`src/rtl/pc_fetch_pkg.sv`:
```
// Shared definitions for the byte-serial instruction fetch unit:
// bus widths, reset constants, fetch state encoding and lane helper.
package pc_fetch_pkg;

    localparam int InstAddrBus = 32;
    localparam int InstBus     = 32;

    localparam logic              RstEnable  = 1'b1;
    localparam logic [InstBus-1:0] ZeroWord  = 32'h0000_0000;
    localparam logic [InstAddrBus-1:0] DefResetPc = 32'h0000_0000;

    localparam logic [2:0] BytesPerInst = 3'd4;
    localparam logic [2:0] LastLane     = 3'd3;
    localparam logic [InstAddrBus-1:0] InstStep = 32'd4;

    typedef enum logic [1:0] {
        ST_IDLE  = 2'd0,
        ST_FETCH = 2'd1,
        ST_DONE  = 2'd2
    } fetch_state_e;

    // Little-endian lane insert: lane 0 is bits 7:0.
    function automatic logic [InstBus-1:0] put_lane(
        input logic [InstBus-1:0] word,
        input logic [1:0]         lane,
        input logic [7:0]         data
    );
        logic [InstBus-1:0] w_res;
        w_res = word;
        unique case (lane)
            2'd0: w_res[7:0]   = data;
            2'd1: w_res[15:8]  = data;
            2'd2: w_res[23:16] = data;
            2'd3: w_res[31:24] = data;
            default: w_res = word;
        endcase
        return w_res;
    endfunction

endpackage

```
`src/rtl/pc_fetch.sv`:
```
// Byte-serial instruction fetch: issues four pipelined byte reads per
// instruction, assembles them and holds the word until consumed.
module pc_fetch
    import pc_fetch_pkg::*;
#(
    parameter logic [InstAddrBus-1:0] RESET_PC = DefResetPc
) (
    input  logic                   clk,
    input  logic                   rst,
    input  logic                   branch_i,
    input  logic [InstAddrBus-1:0] branch_addr_i,
    input  logic                   stall_i,
    input  logic                   mem_grant_i,
    input  logic [7:0]             mem_data_i,
    output logic                   mem_re_o,
    output logic [InstAddrBus-1:0] mem_addr_o,
    output logic                   inst_valid_o,
    output logic [InstBus-1:0]     inst_o,
    output logic [InstAddrBus-1:0] inst_pc_o
);

    fetch_state_e r_state;
    fetch_state_e w_state_nxt;

    logic [InstAddrBus-1:0] r_pc;
    logic [2:0]             r_req_cnt;
    logic [2:0]             r_rcv_cnt;
    logic                   r_pending;
    logic [InstBus-1:0]     r_buf;

    logic w_in_rst;
    logic w_fetching;
    logic w_req;
    logic w_grant;
    logic w_capture;
    logic w_last;
    logic w_advance;
    logic w_valid;

    assign w_in_rst   = (rst == RstEnable);
    assign w_fetching = (r_state == ST_FETCH);
    assign w_req      = w_fetching && (r_req_cnt < BytesPerInst)
                        && !branch_i && !w_in_rst;
    assign w_grant    = w_req && mem_grant_i;
    // A redirect drops whatever byte is returning this cycle.
    assign w_capture  = w_fetching && r_pending && !branch_i;
    assign w_last     = w_capture && (r_rcv_cnt == LastLane);
    assign w_advance  = (r_state == ST_DONE) && !stall_i && !branch_i;
    assign w_valid    = (r_state == ST_DONE) && !w_in_rst;

    always_comb begin
        w_state_nxt = r_state;
        if (branch_i) begin
            w_state_nxt = ST_FETCH;
        end else begin
            unique case (r_state)
                ST_IDLE:  w_state_nxt = ST_FETCH;
                ST_FETCH: if (w_last) w_state_nxt = ST_DONE;
                ST_DONE:  if (!stall_i) w_state_nxt = ST_FETCH;
                default:  w_state_nxt = ST_IDLE;
            endcase
        end
    end

    always_ff @(posedge clk) begin
        if (w_in_rst) begin
            r_state <= ST_IDLE;
        end else begin
            r_state <= w_state_nxt;
        end
    end

    always_ff @(posedge clk) begin
        if (w_in_rst) begin
            r_pc      <= RESET_PC;
            r_req_cnt <= 3'd0;
            r_rcv_cnt <= 3'd0;
            r_pending <= 1'b0;
            r_buf     <= ZeroWord;
        end else if (branch_i) begin
            r_pc      <= branch_addr_i;
            r_req_cnt <= 3'd0;
            r_rcv_cnt <= 3'd0;
            r_pending <= 1'b0;
        end else if (w_advance) begin
            r_pc      <= r_pc + InstStep;
            r_req_cnt <= 3'd0;
            r_rcv_cnt <= 3'd0;
            r_pending <= 1'b0;
        end else if (w_fetching) begin
            // Grant and return can overlap, keeping one byte in flight.
            r_pending <= w_grant;
            if (w_grant) begin
                r_req_cnt <= r_req_cnt + 3'd1;
            end
            if (w_capture) begin
                r_buf     <= put_lane(r_buf, r_rcv_cnt[1:0], mem_data_i);
                r_rcv_cnt <= r_rcv_cnt + 3'd1;
            end
        end
    end

    assign mem_re_o     = w_req;
    assign mem_addr_o   = w_req ? (r_pc + {29'd0, r_req_cnt}) : ZeroWord;
    assign inst_valid_o = w_valid;
    assign inst_o       = w_valid ? r_buf : ZeroWord;
    assign inst_pc_o    = w_valid ? r_pc : ZeroWord;

endmodule

```
`config.mk`:
```
export PLATFORM = sky130hd
export DESIGN_NAME = pc_fetch
export DESIGN_NICKNAME = d
export VERILOG_FILES = /design/src/rtl/pc_fetch_pkg.sv /design/src/rtl/pc_fetch.sv
export SDC_FILE = /design/constraint.sdc
export NUM_CORES = 1
export LEC_CHECK = 0
export CAP_MARGIN = 15
export CORE_MARGIN = 2
export CORE_UTILIZATION = 52
export CTS_BUF_LIST = sky130_fd_sc_hd__clkbuf_16
export CTS_CLUSTER_SIZE = 28
export DETAILED_ROUTE_END_ITERATION = 6
export GPL_TIMING_DRIVEN = 0
export PLACE_DENSITY = 0.87
export SYNTH_ARGS = -nofsm -noshare
export SYNTH_HDL_FRONTEND = slang
export SYNTH_SLANG_ARGS = --single-unit
export TNS_END_PERCENT = 1
```
`constraint.sdc`:
```
create_clock -name clk -period 5.7 [get_ports clk]
set_input_delay 1.14 -clock clk [delete_from_list [all_inputs] [get_ports clk]]
set_output_delay 1.14 -clock clk [all_outputs]
set_load 0.01 [all_outputs]
```
After elaboration in Yosys (flattened, before gate mapping) --
Index checks and enable logic that the tools add are counted.
Word-level totals: input bits 45, output and inout bits 98, word-level logic and storage cells 62, flip-flop bits (word level) 73
Cells by class: add/sub/neg operators 4, magnitude comparators 1, reduce and logical (&&, ||, !) cells 26, equal/unequal tests 10, bitwise gates (word level) 2, multiplexer cells 9
Operators by type and width (count):
- 2-to-1 mux 32 bit | 5
- adder 32 x 3 -> 32 bit | 1
- adder 32 x 3 -> 32 bit, second input constant | 1
- AND reduction 5 bit | 4
- logical AND 1 bit | 10
- AND reduction 2 bit | 4
- adder 3 x 1 -> 3 bit, second input constant | 2
- equality test 2 bit, second input constant | 3
- one-hot mux 2 bit (3 select lines) | 1
- equality test 2 x 1 -> 1 bit, second input constant | 2
- logical NOT 2 bit | 2
- 2-to-1 mux 2 bit | 2
- equality test 3 x 2 -> 1 bit, second input constant | 1
- logical NOT 1 bit | 3
- less-than comparator 3 bit, second input constant | 1
- != test 3 x 2 -> 1 bit, second input constant | 1
- != test 3 bit, second input constant | 1
- OR reduction 3 bit | 1
- != test 2 x 1 -> 1 bit, second input constant | 1
- != test 2 bit, second input constant | 1
- inverter 1 bit | 2
- nonzero test 2 bit | 1
- OR reduction 2 bit | 1
- 2-to-1 mux 1 bit | 1

Longest topological paths before layout --
depth after elaboration 7, depth in mapped cells 9, mapped depth without buffers 8

Worst setup path after synthesis --
Ideal clock, no wire load.
path kind input port to output port, from input port branch_i, to output port mem_addr_o[17], cell stages on the path 5, path slack 2106 ps, arrival time 2454 ps, path buffers 3, required time 4560 ps, path through clkbuf_1 or4_1 clkbuf_1 clkbuf_1 a311oi_1
Between the ends: word-level cells in the longest chain between the ends 4
Ends and longest elaborated chain:
- start, declared | line pc_fetch.sv:10 | input logic branch_i,
- logical NOT 1 bit | line pc_fetch.sv:43 | && !branch_i && !w_in_rst;
- logical AND 1 bit (2 in a row) | line pc_fetch.sv:43
- 2-to-1 mux 32 bit | line pc_fetch.sv:104 | assign mem_addr_o = w_req ? (r_pc + {29'd0, r_req_cnt}) : ZeroWord;
- end, declared | line pc_fetch.sv:16 | output logic [InstAddrBus-1:0] mem_addr_o,
No other way between the ends.

Worst setup path after layout --
from input port rst, to output port mem_addr_o[17]
Between the ends: word-level cells in the longest chain between the ends 3
Ends and longest elaborated chain:
- start, declared | line pc_fetch.sv:9 | input logic rst,
- logical NOT 1 bit | line pc_fetch.sv:43
- logical AND 1 bit | line pc_fetch.sv:43
- 2-to-1 mux 32 bit | line pc_fetch.sv:104
No other way between the ends.

==> results.yml <==
global_routing:
  grt_max_degree: 16
  grt_pass1_vias: 5019
  gr-total-overflow: 0
  antenna_found_initial: 0
  grt_pass1_wl_um: 26200
  grt_use_total: 0.333
logic_synthesis:
  avgSynthCellArea_um2: 7.60
  async_flop_share: 0
  yosysSeqAreaShare: 0.305
  postSynthCellCount: 630
  yosys_warnings: 0
  synth-edff-count: 0
  synthMuxAreaShare: 0.0188
  netlist_area_um2: 4790
  synth_area_leaders: "dfxtp_1, and2_1, nor2_1, a21oi_1, xnor2_1"
  synth_flop_cell: "dfxtp_1"
  synth_xor_xnor_area_share: 0.0878
  yosys.area.top_type: "dfxtp_1"
  synth_compound_area_frac: 0.113
  yosysTopAreaCellShare: 0.305
  synth_fa_ha_area_frac: 0.0303
  synth_simple_gate_area_share: 0.361
  synth_seq_cells: 73
  synth_top_family_by_area: "simple AND/OR/NAND/NOR gates"
  syn_nets: 686
  synth.distinct_cells: 57
critical_path:
  cp-startpoint: "rst"
  r2r_cells: 6
  cp.arrival_ns: 3.67
  ff2ff_setup_slack_ns: 3.20
  crit_type: "in2out"
  end_kind: "output pin"
  crit_slowest_cell: "clkdlybuf4s50_1"
  cp.required_ns: 4.56
  crit_path_start_kind: "input port"
  r2r-end: "r_pc[19]"
  crit_chain: "clkdlybuf4s50_1 -> or4_1 -> clkbuf_1 -> clkbuf_1 -> a311oi_1 -> clkdlybuf4s50_1"
  r2r-start: "r_pc[11]"
  max_stage_delay_ns: 0.62
  worstPathMaxFanout: 10
  endpoint: "mem_addr_o[17]"
clock_tree:
  cts_resized: 0
  cts_sinks: 73
  hold_buffers: 0
  cts-buffers-inserted: 9
  clk_latency_ns: 0.34
  cts_tree: "done"
  cts-htree-levels: 3
  post-cts-setup-buffers: 0
  clk_pin_slew_ns: 0.07
  cts_buffer_depth: 2
  cts_root_buffer: "clkbuf_16"
detailed_routing:
  ant_nets: 0
  routed_wl_um: 16600
  viasPerCell: 5.72
  drt_iter0_markers: 341
  routedWlPerCell_um: 18.4
  firstDrtPassIters: 5
  via_count: 5133
  drc: 0
layout:
  layout-drive-gt1-share: 0.0673
  syn_to_final_growth_pct: 38.8
  fill_cells: 733
  fin_nets: 838
  n_antenna_cell: 0
floorplan:
  num_rows: 35
  ios: 143
  die_width_um: 100
  initial_utilization: 0.528
  coreArea_um2: 9060
  dieHeight_um: 100
  die_area_um2: 9990
placement:
  place.detailed.hpwl_um: 12400
  post-place-ws_ns: 0.973
  port_buffers: 141
  place_congestion: 0.954
sta:
  final-max-slew-violation-count: 0
  period_minus_slack_ns: 4.81
  setup_viol: 0
  clock_skew_ns: 0.00826
  grt_setup_unrepaired: "false"
  timing.hold.ws_ns: 0.455
  tns_ns: 0
  fmax_mhz: 208
  tightest_slew_ns: 0.938
  finalCritPeriodShare: 0.843
  setup_slack_ns: 0.895
  final_hold_viol_count: 0
  maxSlewHeadroom: 0.369
power_and_ir_drop:
  p_leak_nw: 2.26
  ir_worst_vdd_v: 0.000181
  p_per_area_nw_per_um2: 197
job:
  drv_cap: 0
min_path:
  hold_class: "reg2reg"
outcome:
  run_status: "finished, final reports clean"
==> final cells by class <==
class                   count  area [um2]  area share
flip-flops and latches     73        1460       0.220
repair buffers            141        1410       0.212
plain buffers              59         349      0.0525
multi-input cells         483        2920       0.440
clock buffers               9         225      0.0339
inverters                  15        56.3     0.00847
clock inverters             7        82.6      0.0124
well taps                 111         139      0.0209
==> registers in the layout (all words and copies together), names as in the netlist <==
signal,flops
r_pending,1
r_state,2
r_buf,32
r_pc,32
r_rcv_cnt,3
r_req_cnt,3
==> through the flow <==
step                      utilization  area, um2  power (mW)  std cells
after floorplan                     -       4790       0.637        630
after global placement          0.699       6340       0.707        882
after detailed placement        0.699       6340       0.710        882
after CTS                       0.733       6650        1.31        898
after global routing            0.733       6650        1.34        898
final                           0.733       6650        1.31        898
==> power breakdown <==
part | internal (mW) | leakage (nW) | switching, mW
sequential | 0.525 | 0.596 | 0.0148
combinational | 0.0770 | 1.52 | 0.0851
clock | 0.347 | 0.145 | 0.258
total | 0.950 | 2.26 | 0.358
==> cell families (layout without fill, tap and decap cells) <==
logic type	after synthesis	in the layout
xor+xnor	48	48
flops	73	73
buf+inv	74	231
simple gates	324	324
fa+ha+maj	11	11
compound gates	91	91
mux	9	9
==> cells in the mapped netlist, types with 4 or more instances <==
cell type  instances
dfxtp_1           73
nor2_1            72
and2_1            66
nand2_1           65
a21oi_1           51
nand3_1           42
clkbuf_1          35
xnor2_1           29
xor2_1            19
nand4_1           17
a211oi_1          15
inv_1             15
nor4_1            12
o21ai_0           12
ha_1              10
nor3_1            10
or3_1             10
mux2i_1            9
buf_2              5
buf_4              5
clkbuf_8           5
and4_1             4
buf_6              4
==> metal layers <==
layer	wire length [um]	GRT usage	vias to the layer above
met4	435	0.134	0
met5	0	0	-
met2	8140	0.576	250
met3	1420	0.0529	39
met1	6560	0.413	2400
li1	-	-	2444
==> worst min path at each step <==
stage / startpoint / to / slack, ns / cells after the start
final: r_buf[13] / r_buf[13] / 0.46 / 2
after global routing: r_buf[5] / r_buf[5] / 0.48 / 2
after CTS: r_buf[13] / r_buf[13] / 0.45 / 2
after detailed placement: r_buf[13] / r_buf[13] / 0.45 / 2
after global placement: r_buf[2] / r_buf[2] / 0.44 / 2
after floorplan: r_buf[0] / r_buf[0] / 0.43 / 2
==> layout by cell type (no fill, tap or decap), types with 17 or more instances in the layout <==
cell type,instances
clkdlybuf4s50_1,141
dfxtp_1,73
nor2_1,72
and2_1,66
nand2_1,65
a21oi_1,51
nand3_1,42
clkbuf_1,35
xnor2_1,29
xor2_1,19
nand4_1,17
==> critical path: cells and delay by family <==
family	cells	cell delay, ns
buffers and inverters	4	1.64
AO/OA/AOI/OAI	1	0.38
AND/OR/NAND/NOR	1	0.51
Note: power is estimated with default switching activity, not from simulation.
